--- config.mk ---
export PLATFORM = sky130hd
export DESIGN_NAME = multicycle_controller
export DESIGN_NICKNAME = d
export VERILOG_FILES = /design/src/rtl/multicycle_controller.sv
export SDC_FILE = /design/constraint.sdc
export NUM_CORES = 1
export LEC_CHECK = 0
export CAP_MARGIN = 10
export CORE_UTILIZATION = 36
export CTS_CLUSTER_DIAMETER = 200
export DETAILED_ROUTE_END_ITERATION = 8
export GPL_TIMING_DRIVEN = 0
export PLACE_DENSITY = 0.82
export SLEW_MARGIN = 20
export SYNTH_ARGS = -nofsm -noshare
export SYNTH_HDL_FRONTEND = slang
export SYNTH_SLANG_ARGS = --single-unit
export TNS_END_PERCENT = 50
--- constraint.sdc ---
create_clock -name i_clk -period 2.9 [get_ports i_clk]
set_input_delay 0.435 -clock i_clk [delete_from_list [all_inputs] [get_ports i_clk]]
set_output_delay 0.435 -clock i_clk [all_outputs]
set_load 0.02 [all_outputs]
--- src/rtl/multicycle_controller.sv ---
// Main control FSM for the multicycle RV32I core: sequences the shared memory,
// ALU and register file, and drives every datapath enable and mux select.
module multicycle_controller (
    input  logic       i_clk,
    input  logic       i_srst,
    input  logic [6:0] i_operand,
    input  logic [2:0] i_funct3,
    input  logic       i_funct7bit5,
    input  logic       i_zeroFlag,
    output logic       o_pcWriteEn,
    output logic       o_adrSrc,
    output logic       o_irWriteEn,
    output logic       o_memWriteEn,
    output logic       o_regWriteEn,
    output logic [1:0] o_resultSrc,
    output logic [1:0] o_aluSrcA,
    output logic [1:0] o_aluSrcB,
    output logic [3:0] o_aluLogicOperation,
    output logic [3:0] o_state,
    output logic       o_illegalInstr
);

    typedef enum logic [3:0] {
        S_FETCH    = 4'd0,
        S_DECODE   = 4'd1,
        S_MEMADR   = 4'd2,
        S_MEMREAD  = 4'd3,
        S_MEMWB    = 4'd4,
        S_MEMWRITE = 4'd5,
        S_EXECUTER = 4'd6,
        S_EXECUTEI = 4'd7,
        S_ALUWB    = 4'd8,
        S_BEQ      = 4'd9,
        S_JAL      = 4'd10
    } state_t;

    localparam logic [6:0] OP_LW  = 7'b0000011;
    localparam logic [6:0] OP_SW  = 7'b0100011;
    localparam logic [6:0] OP_R   = 7'b0110011;
    localparam logic [6:0] OP_I   = 7'b0010011;
    localparam logic [6:0] OP_BEQ = 7'b1100011;
    localparam logic [6:0] OP_JAL = 7'b1101111;

    localparam logic [3:0] ALU_ADD = 4'd0;
    localparam logic [3:0] ALU_SUB = 4'd1;
    localparam logic [3:0] ALU_AND = 4'd2;
    localparam logic [3:0] ALU_OR  = 4'd3;
    localparam logic [3:0] ALU_XOR = 4'd4;
    localparam logic [3:0] ALU_SLT = 4'd5;

    state_t     state_q, state_d;
    logic [3:0] alu_dec;

    always_ff @(posedge i_clk) begin
        state_q <= state_d;
    end

    // SUB only for register-register ops; immediate ops have no subtract form.
    always_comb begin
        unique case (i_funct3)
            3'b000:  alu_dec = (state_q == S_EXECUTER && i_funct7bit5) ? ALU_SUB : ALU_ADD;
            3'b010:  alu_dec = ALU_SLT;
            3'b100:  alu_dec = ALU_XOR;
            3'b110:  alu_dec = ALU_OR;
            3'b111:  alu_dec = ALU_AND;
            default: alu_dec = ALU_ADD;
        endcase
    end

    always_comb begin
        state_d             = S_FETCH;
        o_pcWriteEn         = 1'b0;
        o_adrSrc            = 1'b0;
        o_irWriteEn         = 1'b0;
        o_memWriteEn        = 1'b0;
        o_regWriteEn        = 1'b0;
        o_resultSrc         = 2'b00;
        o_aluSrcA           = 2'b00;
        o_aluSrcB           = 2'b00;
        o_aluLogicOperation = ALU_ADD;
        o_illegalInstr      = 1'b0;
        case (state_q)
            S_FETCH: begin
                o_irWriteEn = 1'b1;
                o_pcWriteEn = 1'b1;
                o_aluSrcB   = 2'b10;
                o_resultSrc = 2'b10;
                state_d     = S_DECODE;
            end
            S_DECODE: begin
                o_aluSrcA = 2'b01;
                o_aluSrcB = 2'b01;
                case (i_operand)
                    OP_LW, OP_SW: state_d = S_MEMADR;
                    OP_R:         state_d = S_EXECUTER;
                    OP_I:         state_d = S_EXECUTEI;
                    OP_BEQ:       state_d = S_BEQ;
                    OP_JAL:       state_d = S_JAL;
                    default:      o_illegalInstr = 1'b1;
                endcase
            end
            S_MEMADR: begin
                o_aluSrcA = 2'b10;
                o_aluSrcB = 2'b01;
                state_d   = (i_operand == OP_SW) ? S_MEMWRITE : S_MEMREAD;
            end
            S_MEMREAD: begin
                o_adrSrc = 1'b1;
                state_d  = S_MEMWB;
            end
            S_MEMWB: begin
                o_resultSrc  = 2'b01;
                o_regWriteEn = 1'b1;
            end
            S_MEMWRITE: begin
                o_adrSrc     = 1'b1;
                o_memWriteEn = 1'b1;
            end
            S_EXECUTER: begin
                o_aluSrcA           = 2'b10;
                o_aluLogicOperation = alu_dec;
                state_d             = S_ALUWB;
            end
            S_EXECUTEI: begin
                o_aluSrcA           = 2'b10;
                o_aluSrcB           = 2'b01;
                o_aluLogicOperation = alu_dec;
                state_d             = S_ALUWB;
            end
            S_ALUWB: begin
                o_regWriteEn = 1'b1;
            end
            S_BEQ: begin
                o_aluSrcA           = 2'b10;
                o_aluLogicOperation = ALU_SUB;
                o_pcWriteEn         = i_zeroFlag;
            end
            S_JAL: begin
                o_aluSrcA   = 2'b01;
                o_aluSrcB   = 2'b10;
                o_pcWriteEn = 1'b1;
                state_d     = S_ALUWB;
            end
            default: state_d = S_FETCH;
        endcase
        // Reset wins over everything so an aborted instruction can never write.
        if (i_srst) begin
            state_d        = S_FETCH;
            o_pcWriteEn    = 1'b0;
            o_irWriteEn    = 1'b0;
            o_memWriteEn   = 1'b0;
            o_regWriteEn   = 1'b0;
            o_illegalInstr = 1'b0;
        end
    end

    assign o_state = state_q;

endmodule

Yosys cells after proc, flatten, opt, wreduce, memory -nomap -nowiden --
Index checks and enable logic that the tools add are counted. W data, S select, Z words.
Word-level totals: flip-flop bits (word level) 4, input bits 14, output and inout bits 20, word-level logic and storage cells 55
Cells by class: equal/unequal tests 20, muxes and demuxes 21, reduce and logical (&&, ||, !) cells 13
Operators with widths (count):
- $pmux W4 S5 | 2
- $eq A4 B3 Y1 const B | 4
- $pmux W3 S5 | 1
- $eq A7 B6 Y1 const B | 2
- $eq A7 B7 Y1 const B | 2
- $eq A4 B4 Y1 const B | 3
- $mux W1 | 12
- $pmux W2 S2 | 3
- $reduce_or A2 Y1 | 6
- $eq A3 B3 Y1 const B | 3
- $eq A4 B2 Y1 const B | 2
- $eq A7 B2 Y1 const B | 1
- $eq A7 B5 Y1 const B | 1
- $pmux W3 S2 | 1
- $reduce_or A3 Y1 | 2
- $reduce_or A6 Y1 | 1
- $eq A4 B1 Y1 const B | 1
- $logic_not A4 Y1 | 1
- $reduce_or A4 Y1 | 1
- $eq A3 B2 Y1 const B | 1
- $logic_not A3 Y1 | 1
- $mux W3 | 1
- $pmux W1 S2 | 1
- $logic_and A1 B1 Y1 | 1

Depth between registers and ports, before layout --
Gate-level depths: netlist of the first run.
depth after elaboration 5, depth in mapped cells 4, mapped depth without buffers 4

Worst setup path before layout of the first run --
No wires, ideal clock.
path type reg-to-output, from register state_q[1] (netlist: o_state[1]), to output o_pcWriteEn, data arrival time 1993 ps, data required time 2465 ps, path slack 472 ps, cell stages (with the launch flop) 4, cells stage by stage dfxtp_1 -> nor2b_1 -> a21oi_1 -> a2111oi_0
Between the ends: word-level cells in the longest chain between the ends 4
Ends and longest elaborated chain:
- start, declared | line 51 | state_t state_q, state_d;
- start signal, assigned | line 55 | state_q <= state_d;
- $eq A4 B4 Y1 or $logic_not A4 Y1 (tied branches) | line 82 | case (state_q)
- $reduce_or A2 Y1 (no source line)
- $pmux W1 S2 * | line 82
- $mux W1 * | line 147 | if (i_srst) begin
- end, declared | line 10 | output logic o_pcWriteEn,
Every way passes the cells marked *; elsewhere a longest branch is shown, timed or not.

Final worst setup path of the first run --
from register state_q[1] (netlist: o_state[1]), to output o_aluLogicOperation[0]
Between the ends: word-level cells in the longest chain between the ends 5
Ends and longest elaborated chain:
- $eq A4 B3 Y1 | line 61, 82
- $logic_and A1 B1 Y1 | line 61 | 3'b000: alu_dec = (state_q == S_EXECUTER && i_funct7bit5) ? ALU_SUB : ALU_ADD;
- $mux W1 | line 61
- $pmux W3 S5 | line 60 | unique case (i_funct3)
- $pmux W3 S2 * | line 82
- end, declared | line 18 | output logic [3:0] o_aluLogicOperation,
Marked as above.

==> metrics.csv, run 1 <==
stage,metric,value,unit
run_status,outcome,completed,
setup_path,CP startpoint kind,flip-flop,
floorplanning,Die Width,39.1,um
synthesis,post-synth top area share,0.162,
sta,TNS Setup,0,ps
setup_path,family with the most delay on the worst path,buffers and inverters,
worst_hold_path,Hold Crit Class,flip-flop to flip-flop,
synthesis,post-synthesis cell area,495,um^2
power_and_ir_drop,clock power share,0.316,
setup_path,worst reg2reg endpoint,o_state[3],
placement,GP Congestion,0.801,
power_and_ir_drop,sw frac,0.301,
sta,fin worst setup slack,288,ps
sta,period utilisation layout,0.901,
synthesis,top post-synthesis cells by area,"dfxtp_1 (16%), nor2_1 (7.6%), nor3_1 (7.1%)",
power_and_ir_drop,Comb pwr share,0.402,
synthesis,largest family of logic cells by synthesized area,simple AND/OR/NAND/NOR gates,
setup_path,Reg2Reg Setup Slack,1270,ps
sta,fmax,383,MHz
clock_network,cts hold-fix bufs,0,
floorplanning,total die area,0.00153,mm^2
synthesis,synthesized instance count,75,
power_and_ir_drop,overall power,0.211,mW
detailed_routing,DRT met1 WL,649,um
sta,final hold slack,634,ps
sta,Final setup viols,0,
power_and_ir_drop,Pwr Density,246,mW/mm^2
setup_path,CP Capture Type,output port,
worst_hold_path,hold_sp,o_state[1],
sta,Final Hold Vio Count,0,
detailed_routing,DR WL/cell,11.1,um
cells_and_area,layout net count,126,
synthesis,multiplexer share of the synthesized area,0,
clock_network,Bufs on Longest Clock Path,2,
floorplanning,Rows,13,
synthesis,most used flip-flop cell after synthesis,dfxtp_1,
floorplanning,initial core utilization,0.386,
power_and_ir_drop,Switch Pwr,0.0634,mW
global_route,vias in the first global route,552,
setup_path,max incr delay on CP,630,ps
synthesis,"area leader, netlist",dfxtp_1,
setup_path,"Buf+Inv Stages, Crit Path",2,
synthesis,Ys Warns,0,
clock_network,"Setup Fix Bufs, Post-CTS",0,
synthesis,Post-Syn Area per Cell,6.61,um^2
cells_and_area,number of flip-flops under the largest register name,4,
detailed_routing,met3 wire len,48,um
worst_hold_path,Hold Path Depth,2,
setup_path,FF-to-FF Start,o_state[0],
power_and_ir_drop,P_int,0.148,mW
sta,max-slew violations,0,
placement,Place WS,315,ps
detailed_routing,first-pass iteration count of the detailed router,4,
synthesis,post-synthesis cell type count,29,
floorplanning,core area,0.00128,mm^2
global_route,largest net degree at the start of global routing,11,
setup_path,Worst R2R Path Depth,4,
detailed_routing,Vias/cell,5.22,
clock_network,CTS tree,built,
detailed_routing,via count,653,
synthesis,Post-synth EDFFs,0,
setup_path,critical path class,flip-flop to output port,
clock_network,Root Buffer,clkbuf_4,
placement,PortBufs,32,
clock_network,CTS resizes,0,
detailed_routing,Detailed Route Iter0 Violations,12,
detailed_routing,routed wl met2,689,um
cells_and_area,post-route insts no fill,125,
worst_hold_path,hold-critical path endpoint,o_state[3],
synthesis,"Seq/Total Area, Yosys",0.162,
setup_path,Arrival @ worst endpoint,2180,ps
sta,fin crit period,2610,ps
synthesis,Async SR Flop Fraction,0,
setup_path,Slowest cell on crit path,clkdlybuf4s50_1,
clock_network,# clock sinks,4,
setup_path,CP max FO,10,
power_and_ir_drop,register share of total power,0.282,
setup_path,Worst path depth,4,
global_route,initial antenna violation count,0,
setup_path,cell breakdown of the critical path,buf_1 > nand3b_1 > o31ai_1 > clkdlybuf4s50_1,
setup_path,Worst EP required,2470,ps
clock_network,CTS Buf Count,3,
detailed_routing,drt total wl,1.39,mm
floorplanning,Die Height,39.1,um
clock_network,H-tree depth,1,
sta,worst-case clock skew,0.285,ps
power_and_ir_drop,Leakage,0.291,nW
global_route,Tot GR Track Use,0.200,
synthesis,Synth Area in Compound Gates,0.237,
detailed_routing,DR DRC count,0,
cells_and_area,P&R area growth vs syn,73.0,%
placement,placed insts,122,
sta,RSZ-0062 raised after global routing,no,
synthesis,Synth Area in XOR/XNOR,0.0884,
detailed_routing,"antenna viol nets, final",0,
cells_and_area,n_diodes,0,
floorplanning,num ports,34,
power_and_ir_drop,peak supply drop,0.000200,V
synthesis,commonest cells in the netlist,"nor2_1 (10), nor3_1 (7), nand2_1 (6)",
cells_and_area,fraction of layout cells with a size suffix above 1,0.0545,
synthesis,Yosys reg bits,4,
detailed_routing,DR top layer,met3,
synthesis,Synth Net Count,89,
placement,DPL Wire Length,1.08,mm
clock_network,Clock Pin Slew Worst Setup and Hold Paths,40,ps
synthesis,Synth Area in Simple Gates,0.460,
global_route,Overflow after GRT,0,
synthesis,most frequent cell after synthesis,nor2_1,
synthesis,Synth Area in Adders,0,
run,max-cap violation count,0,
global_route,first-pass GRT wire length,2.22,mm
clock_network,clock latency on the worst-skew pair,230,ps
==> power groups by stage <==
stage	Clock [mW]	Combinational (mW)	Sequential, mW
2_1_floorplan	0	0.0385	0.0612
3_3_place_gp	0	0.0836	0.0601
3_5_place_dp	0	0.0847	0.0602
4_1_cts	0.0670	0.0850	0.0594
5_1_grt	0.0719	0.0918	0.0599
6_report	0.0667	0.0848	0.0594
==> logic make-up after synthesis <==
kind of cell              Yosys count
other                               1
buffers and inverters               5
xor gates and xnor gates            5
DFF                                 4
and+or+nand+nor                    43
AOI/OAI and AO/OA                  17
==> per-stage QoR <==
stage | instance area (um^2) | utilization
after floorplan | 495 | -
after global placement | 835 | 0.649
after detailed placement | 835 | 0.649
after CTS | 857 | 0.667
after global routing | 857 | 0.667
final | 857 | 0.667
==> layout make-up <==
| type | instances | area, um^2 |
|---|---|---|
| Buffer | 5 | 22.5 |
| Timing Repair Buffer | 32 | 320 |
| Clock buffer | 3 | 22.5 |
| Tap cell | 15 | 18.8 |
| Multi-Input combinational cell | 66 | 393 |
| Sequential cell | 4 | 80.1 |
| Fill cell | 117 | 428 |
==> worst register-to-register path: cells and delay by family, from the launching register on <==
| family | cells | cell delay (ps) |
|---|---|---|
| simple gates | 3 | 870 |
| flops | 1 | 450 |
| compound gates | 1 | 230 |
==> how the worst max path moves through the flow <==
stage                          start                     end  slack [ps]
after floorplan           o_state[1]             o_pcWriteEn         470
final                     o_state[1]  o_aluLogicOperation[0]         290
after CTS                 o_state[1]  o_aluLogicOperation[0]         300
after detailed placement      i_srst             o_irWriteEn         310
after global routing      o_state[1]             o_pcWriteEn          80
after global placement        i_srst             o_irWriteEn         340
==> per-layer routing <==
metal,track usage,vias up
met5,0,-
met1,0.254,292
met2,0.379,17
li1,-,344
met3,0.0173,0
met4,0,0
==> cells in the final DEF (no fill, tap or decap) <==
cell / netlist / final
a2111oi_0: 1 / 1
a211oi_1: 2 / 2
a21oi_1: 5 / 5
a221oi_2: 1 / 1
a22oi_1: 1 / 1
and2b_2: 1 / 1
buf_1: 1 / 1
buf_4: 1 / 1
clkbuf_1: 3 / 3
clkbuf_4: 0 / 3
clkdlybuf4s50_1: 0 / 32
conb_1: 1 / 1
dfxtp_1: 4 / 4
nand2_1: 6 / 6
nand2b_1: 4 / 4
nand3_1: 2 / 2
nand3b_1: 3 / 3
nor2_1: 10 / 10
nor2b_1: 2 / 2
nor3_1: 7 / 7
nor3b_1: 2 / 2
nor4_1: 3 / 3
o211a_1: 1 / 1
o21ai_0: 1 / 1
o21ai_1: 3 / 3
o2bb2ai_1: 1 / 1
o31ai_1: 1 / 1
or3_1: 2 / 2
or4_1: 1 / 1
xnor2_1: 3 / 3
xor2_1: 2 / 2
(Power assumes the default switching activity.)
==> run 2, diff against run 1 <==
--- a/config.mk
+++ b/config.mk
@@ -5,9 +5,11 @@
 export SDC_FILE = /design/constraint.sdc
 export NUM_CORES = 1
 export LEC_CHECK = 0
-export CAP_MARGIN = 10
+export CAP_MARGIN = 20
+export CORE_MARGIN = 3
 export CORE_UTILIZATION = 36
 export CTS_CLUSTER_DIAMETER = 200
+export CTS_CLUSTER_SIZE = 28
 export DETAILED_ROUTE_END_ITERATION = 8
 export GPL_TIMING_DRIVEN = 0
 export PLACE_DENSITY = 0.82
==> metrics.csv, run 2 (same netlist as run 1, synthesis figures left out) <==
stage,metric,value,unit,change
run_status,outcome,completed,,
placement,dpl cell area,833,um^2,-0.15%
global_route,first-pass GRT wire length,2.49,mm,+12%
cells_and_area,"commonest non-fill, non-tap cell in the layout",clkdlybuf4s50_1,,
sta,fin crit period,2640,ps,+26.9 ps
power_and_ir_drop,Leakage,0.291,nW,unchanged
setup_path,Worst EP required,2470,ps,about the same
setup_path,Arrival @ worst endpoint,2200,ps,+20 ps
setup_path,Slowest cell on crit path,clkdlybuf4s50_1,,
setup_path,family with the most delay on the worst path,buffers and inverters,,
detailed_routing,first-pass iteration count of the detailed router,4,,unchanged
cells_and_area,layout net count,126,,unchanged
placement,GP Congestion,0.813,,+1.5%
cells_and_area,most frequent cells in the layout,"clkdlybuf4s50_1 (32), nor2_1 (10), nor3_1 (7)",,
sta,period utilisation layout,0.910,,+0.00929
detailed_routing,drt total wl,1.48,mm,+6.4%
detailed_routing,Vias/cell,5.35,,+2.4%
clock_network,# clock sinks,4,,unchanged
setup_path,critical path class,flip-flop to output port,,
global_route,vias in the first global route,602,,+9.1%
clock_network,CTS resizes,0,,unchanged
cells_and_area,fillers,111,,-5.1%
global_route,largest net degree at the start of global routing,11,,unchanged
floorplanning,Die Height,43.1,um,+10%
power_and_ir_drop,peak supply drop,0.000190,V,-5.0%
run,max-cap violation count,0,,unchanged
sta,max-slew violations,0,,unchanged
sta,Final setup viols,0,,unchanged
global_route,Tot GR Track Use,0.166,,-0.0342
floorplanning,Die Width,43.1,um,+10%
setup_path,CP startpoint kind,flip-flop,,
setup_path,CP Capture Type,output port,,
cells_and_area,"Non-Filler Cell Area, Final",856,um^2,-0.15%
clock_network,Root Buffer,clkbuf_4,,
floorplanning,Rows,12,,-1
placement,DPL Wire Length,1.17,mm,+8.2%
clock_network,H-tree depth,1,,unchanged
clock_network,CTS Buf Count,3,,unchanged
sta,worst-case clock skew,5.67,ps,+5.39 ps
clock_network,clock latency on the worst-skew pair,230,ps,about the same
floorplanning,total die area,0.00186,mm^2,+22%
setup_path,cell breakdown of the critical path,buf_1 > nand3b_1 > o31ai_1 > clkdlybuf4s50_1,,
placement,PortBufs,32,,unchanged
setup_path,CP max FO,10,,unchanged
setup_path,max incr delay on CP,640,ps,about the same
clock_network,"Setup Fix Bufs, Post-CTS",0,,unchanged
sta,RSZ-0062 raised after global routing,no,,
worst_hold_path,Hold Crit Class,flip-flop to flip-flop,,
cells_and_area,P&R area growth vs syn,72.7,%,
detailed_routing,"antenna viol nets, final",0,,unchanged
cells_and_area,n_diodes,0,,unchanged
global_route,initial antenna violation count,0,,unchanged
clock_network,CTS tree,built,,
floorplanning,num ports,34,,unchanged
cells_and_area,fraction of layout cells with a size suffix above 1,0.0545,,unchanged
cells_and_area,number of flip-flops under the largest register name,4,,unchanged
detailed_routing,via count,663,,+1.5%
power_and_ir_drop,Pwr Density,249,mW/mm^2,+1.0%
floorplanning,initial core utilization,0.412,,+0.0269
detailed_routing,DR WL/cell,11.9,um,+7.3%
global_route,Overflow after GRT,0,,unchanged
detailed_routing,DR DRC count,0,,unchanged
clock_network,Clock Pin Slew Worst Setup and Hold Paths,40,ps,about the same
sta,Final Hold Vio Count,0,,unchanged
clock_network,Bufs on Longest Clock Path,2,,unchanged
detailed_routing,Detailed Route Iter0 Violations,12,,unchanged
clock_network,cts hold-fix bufs,0,,unchanged
floorplanning,core area,0.00120,mm^2,-6.5%
setup_path,"Buf+Inv Stages, Crit Path",2,,unchanged
sta,TNS Setup,0,ps,unchanged
sta,fmax,379,MHz,-1.0%
-- run 2: cell counts in the layout (fill, tap and decap cells not counted) --
No cell type changed its count.
-- run 2: cell type report --
type,count,area [um^2],area share
Clock buffer,3,22.5,0.0263
Buffer,5,22.5,0.0263
Timing Repair Buffer,32,320,0.374
Multi-Input combinational cell,66,393,0.459
Sequential cell,4,80.1,0.0936
Tap cell,14,17.5,0.0205
-- run 2: through the flow --
stage | total power, mW | setup slack [ps] | std cells | hold slack (ps) | utilization
global placement | 0.144 | 341 | 121 | 608 | 0.694
finish | 0.213 | 261 | 124 | 626 | 0.713
floorplan | 0.0997 | 472 | 75 | 501 | -
CTS | 0.216 | 233 | 124 | 624 | 0.713
detailed placement | 0.145 | 322 | 121 | 611 | 0.694
global route | 0.229 | 74.1 | 124 | 679 | 0.713
-- run 2: report_power, final --
| group | total [mW] | switching, mW | internal [mW] | leakage (nW) |
|---|---|---|---|---|
| registers | 0.0594 | 0.00270 | 0.0567 | 0.0326 |
| clock network | 0.0682 | 0.0219 | 0.0462 | 0.0138 |
| logic | 0.0851 | 0.0405 | 0.0447 | 0.244 |
-- run 2: routing by layer --
layer	up-vias	routed length (um)	GRT usage
met5	-	0	0
met4	0	19	0.0542
met3	2	97	0.0169
met2	26	713	0.286
met1	291	645	0.210
li1	344	-	-
-- run 2: worst min-delay path, stage by stage, from the launching register on --
cell and delay [ps]:
dfxtp_1 360, nand2b_1 140, a221oi_2 70
-- run 2: final timing paths --
check / from / endpoint / slack (ps) / cells after the start
max: o_state[1] / o_aluLogicOperation[0] / 260 / 4
min: o_state[1] / o_state[3] / 630 / 2
max reg2reg: o_state[0] / o_state[3] / 1270 / 4
min reg2reg: o_state[1] / o_state[3] / 630 / 2
==> run 3, diff against run 2 <==
--- a/config.mk
+++ b/config.mk
@@ -12,8 +12,7 @@
 export CTS_CLUSTER_SIZE = 28
 export DETAILED_ROUTE_END_ITERATION = 8
 export GPL_TIMING_DRIVEN = 0
-export PLACE_DENSITY = 0.82
-export SLEW_MARGIN = 20
+export PLACE_DENSITY = 0.87
 export SYNTH_ARGS = -nofsm -noshare
 export SYNTH_HDL_FRONTEND = slang
 export SYNTH_SLANG_ARGS = --single-unit
==> metrics.csv, run 3 (same netlist as run 1, synthesis figures left out) <==
stage,metric,value,unit,change
run_status,outcome,completed,,
sta,TNS Setup,0,ps,unchanged
setup_path,CP Capture Type,output port,,
setup_path,worst reg2reg endpoint,o_state[3],,
cells_and_area,P&R area growth vs syn,72.7,%,unchanged
global_route,initial antenna violation count,0,,unchanged
cells_and_area,"commonest non-fill, non-tap cell in the layout",clkdlybuf4s50_1,,
detailed_routing,first-pass iteration count of the detailed router,3,,-1
cells_and_area,most frequent cells in the layout,"clkdlybuf4s50_1 (32), nor2_1 (10), nor3_1 (7)",,
power_and_ir_drop,peak supply drop,0.000206,V,+8.1%
clock_network,Clock Pin Slew Worst Setup and Hold Paths,40,ps,about the same
floorplanning,Rows,12,,unchanged
placement,dpl cell area,833,um^2,unchanged
clock_network,Root Buffer,clkbuf_4,,
clock_network,# clock sinks,4,,unchanged
cells_and_area,"Non-Filler Cell Area, Final",856,um^2,unchanged
clock_network,CTS resizes,0,,unchanged
global_route,first-pass GRT wire length,2.55,mm,+2.2%
setup_path,Worst EP required,2470,ps,about the same
global_route,Tot GR Track Use,0.171,,+0.00510
setup_path,Arrival @ worst endpoint,2190,ps,about the same
clock_network,H-tree depth,1,,unchanged
floorplanning,total die area,0.00186,mm^2,unchanged
power_and_ir_drop,Pwr Density,246,mW/mm^2,-1.1%
sta,worst-case clock skew,0.496,ps,-5.18 ps
setup_path,FF-to-FF Start,o_state[0],,
clock_network,"Setup Fix Bufs, Post-CTS",0,,unchanged
cells_and_area,number of flip-flops under the largest register name,4,,unchanged
floorplanning,Die Width,43.1,um,unchanged
clock_network,cts hold-fix bufs,0,,unchanged
placement,PortBufs,32,,unchanged
setup_path,critical path class,input port to output port,,
worst_hold_path,Hold Path Depth,2,,unchanged
floorplanning,num ports,34,,unchanged
sta,fmax,382,MHz,+0.71%
sta,period utilisation layout,0.904,,-0.00642
global_route,vias in the first global route,607,,+0.83%
global_route,largest net degree at the start of global routing,11,,unchanged
floorplanning,initial core utilization,0.412,,unchanged
setup_path,Reg2Reg Setup Slack,1280,ps,about the same
floorplanning,Die Height,43.1,um,unchanged
clock_network,Bufs on Longest Clock Path,2,,unchanged
power_and_ir_drop,Leakage,0.291,nW,unchanged
placement,Place WS,308,ps,-13.7 ps
setup_path,CP max FO,6,,-4
worst_hold_path,Hold Crit Class,flip-flop to flip-flop,,
placement,GP Congestion,0.811,,-0.28%
cells_and_area,n_diodes,0,,unchanged
detailed_routing,DR DRC count,0,,unchanged
sta,max-slew violations,0,,unchanged
detailed_routing,Detailed Route Iter0 Violations,22,,+10
clock_network,clock latency on the worst-skew pair,230,ps,about the same
global_route,Overflow after GRT,0,,unchanged
detailed_routing,drt total wl,1.46,mm,-1.4%
sta,RSZ-0062 raised after global routing,no,,
run,max-cap violation count,0,,unchanged
sta,Final setup viols,0,,unchanged
sta,fin crit period,2620,ps,-18.6 ps
sta,fin worst setup slack,280,ps,+18.6 ps
setup_path,max incr delay on CP,640,ps,about the same
cells_and_area,layout net count,126,,unchanged
clock_network,CTS tree,built,,
placement,DPL Wire Length,1.18,mm,+1.3%
sta,Final Hold Vio Count,0,,unchanged
detailed_routing,via count,666,,+0.45%
setup_path,"most used cell, CP",clkdlybuf4s50_1,,
setup_path,Worst R2R Path Depth,4,,unchanged
clock_network,CTS Buf Count,3,,unchanged
detailed_routing,DR WL/cell,11.7,um,-1.4%
setup_path,Slowest cell on crit path,clkdlybuf4s50_1,,
cells_and_area,"Core Util, Final",0.713,,unchanged
detailed_routing,Vias/cell,5.37,,+0.45%
floorplanning,core area,0.00120,mm^2,unchanged
worst_hold_path,hold_sp,o_state[1],,
setup_path,cell breakdown of the critical path,clkdlybuf4s50_1 > or3_1 > nor3_1 > clkdlybuf4s50_1,,
detailed_routing,"antenna viol nets, final",0,,unchanged
cells_and_area,fraction of layout cells with a size suffix above 1,0.0545,,unchanged
setup_path,CP startpoint kind,input port,,
worst_hold_path,hold-critical path endpoint,o_state[3],,
==> run 3: layout make-up <==
cell class              count  area [um^2]
clock buffers               3         22.5
multi-input cells          66          393
well taps                  14         17.5
fillers                   103          345
repair buffers             32          320
flip-flops and latches      4         80.1
plain buffers               5         22.5
==> run 3: worst max-delay path: cells and delay by family <==
family	cells	cell delay [ps]
buf+inv	2	1150
simple gates	2	600
==> run 3: how the worst max path moves through the flow <==
| stage | startpoint | end | slack, ps | cells after the start |
|---|---|---|---|---|
| after floorplan | o_state[1] | o_pcWriteEn | 470 | 3 |
| final | i_srst | o_irWriteEn | 280 | 4 |
| after global routing | o_state[1] | o_pcWriteEn | 100 | 4 |
| after CTS | i_srst | o_irWriteEn | 280 | 4 |
| after global placement | i_srst | o_irWriteEn | 310 | 4 |
| after detailed placement | i_srst | o_irWriteEn | 310 | 4 |
==> run 3: per-layer routing <==
| layer | part of all wire | track usage |
|---|---|---|
| met4 | 0 | 0.0602 |
| met5 | 0 | 0 |
| met1 | 0.45 | 0.220 |
| met2 | 0.49 | 0.277 |
| met3 | 0.058 | 0.0339 |
==> run 3: through the flow <==
| step | std cells | power [mW] | hold slack, ps |
|---|---|---|---|
| 6_report | 124 | 0.210 | 621 |
| 5_1_grt | 124 | 0.228 | 669 |
| 4_1_cts | 124 | 0.212 | 620 |
| 3_5_place_dp | 121 | 0.145 | 612 |
| 3_3_place_gp | 121 | 0.144 | 612 |
| 2_1_floorplan | 75 | 0.0997 | 501 |
==> run 3: power breakdown <==
group	internal, mW	leakage (nW)	switching (mW)
logic	0.0446	0.244	0.0405
registers	0.0567	0.0326	0.00267
clock network	0.0461	0.0138	0.0197
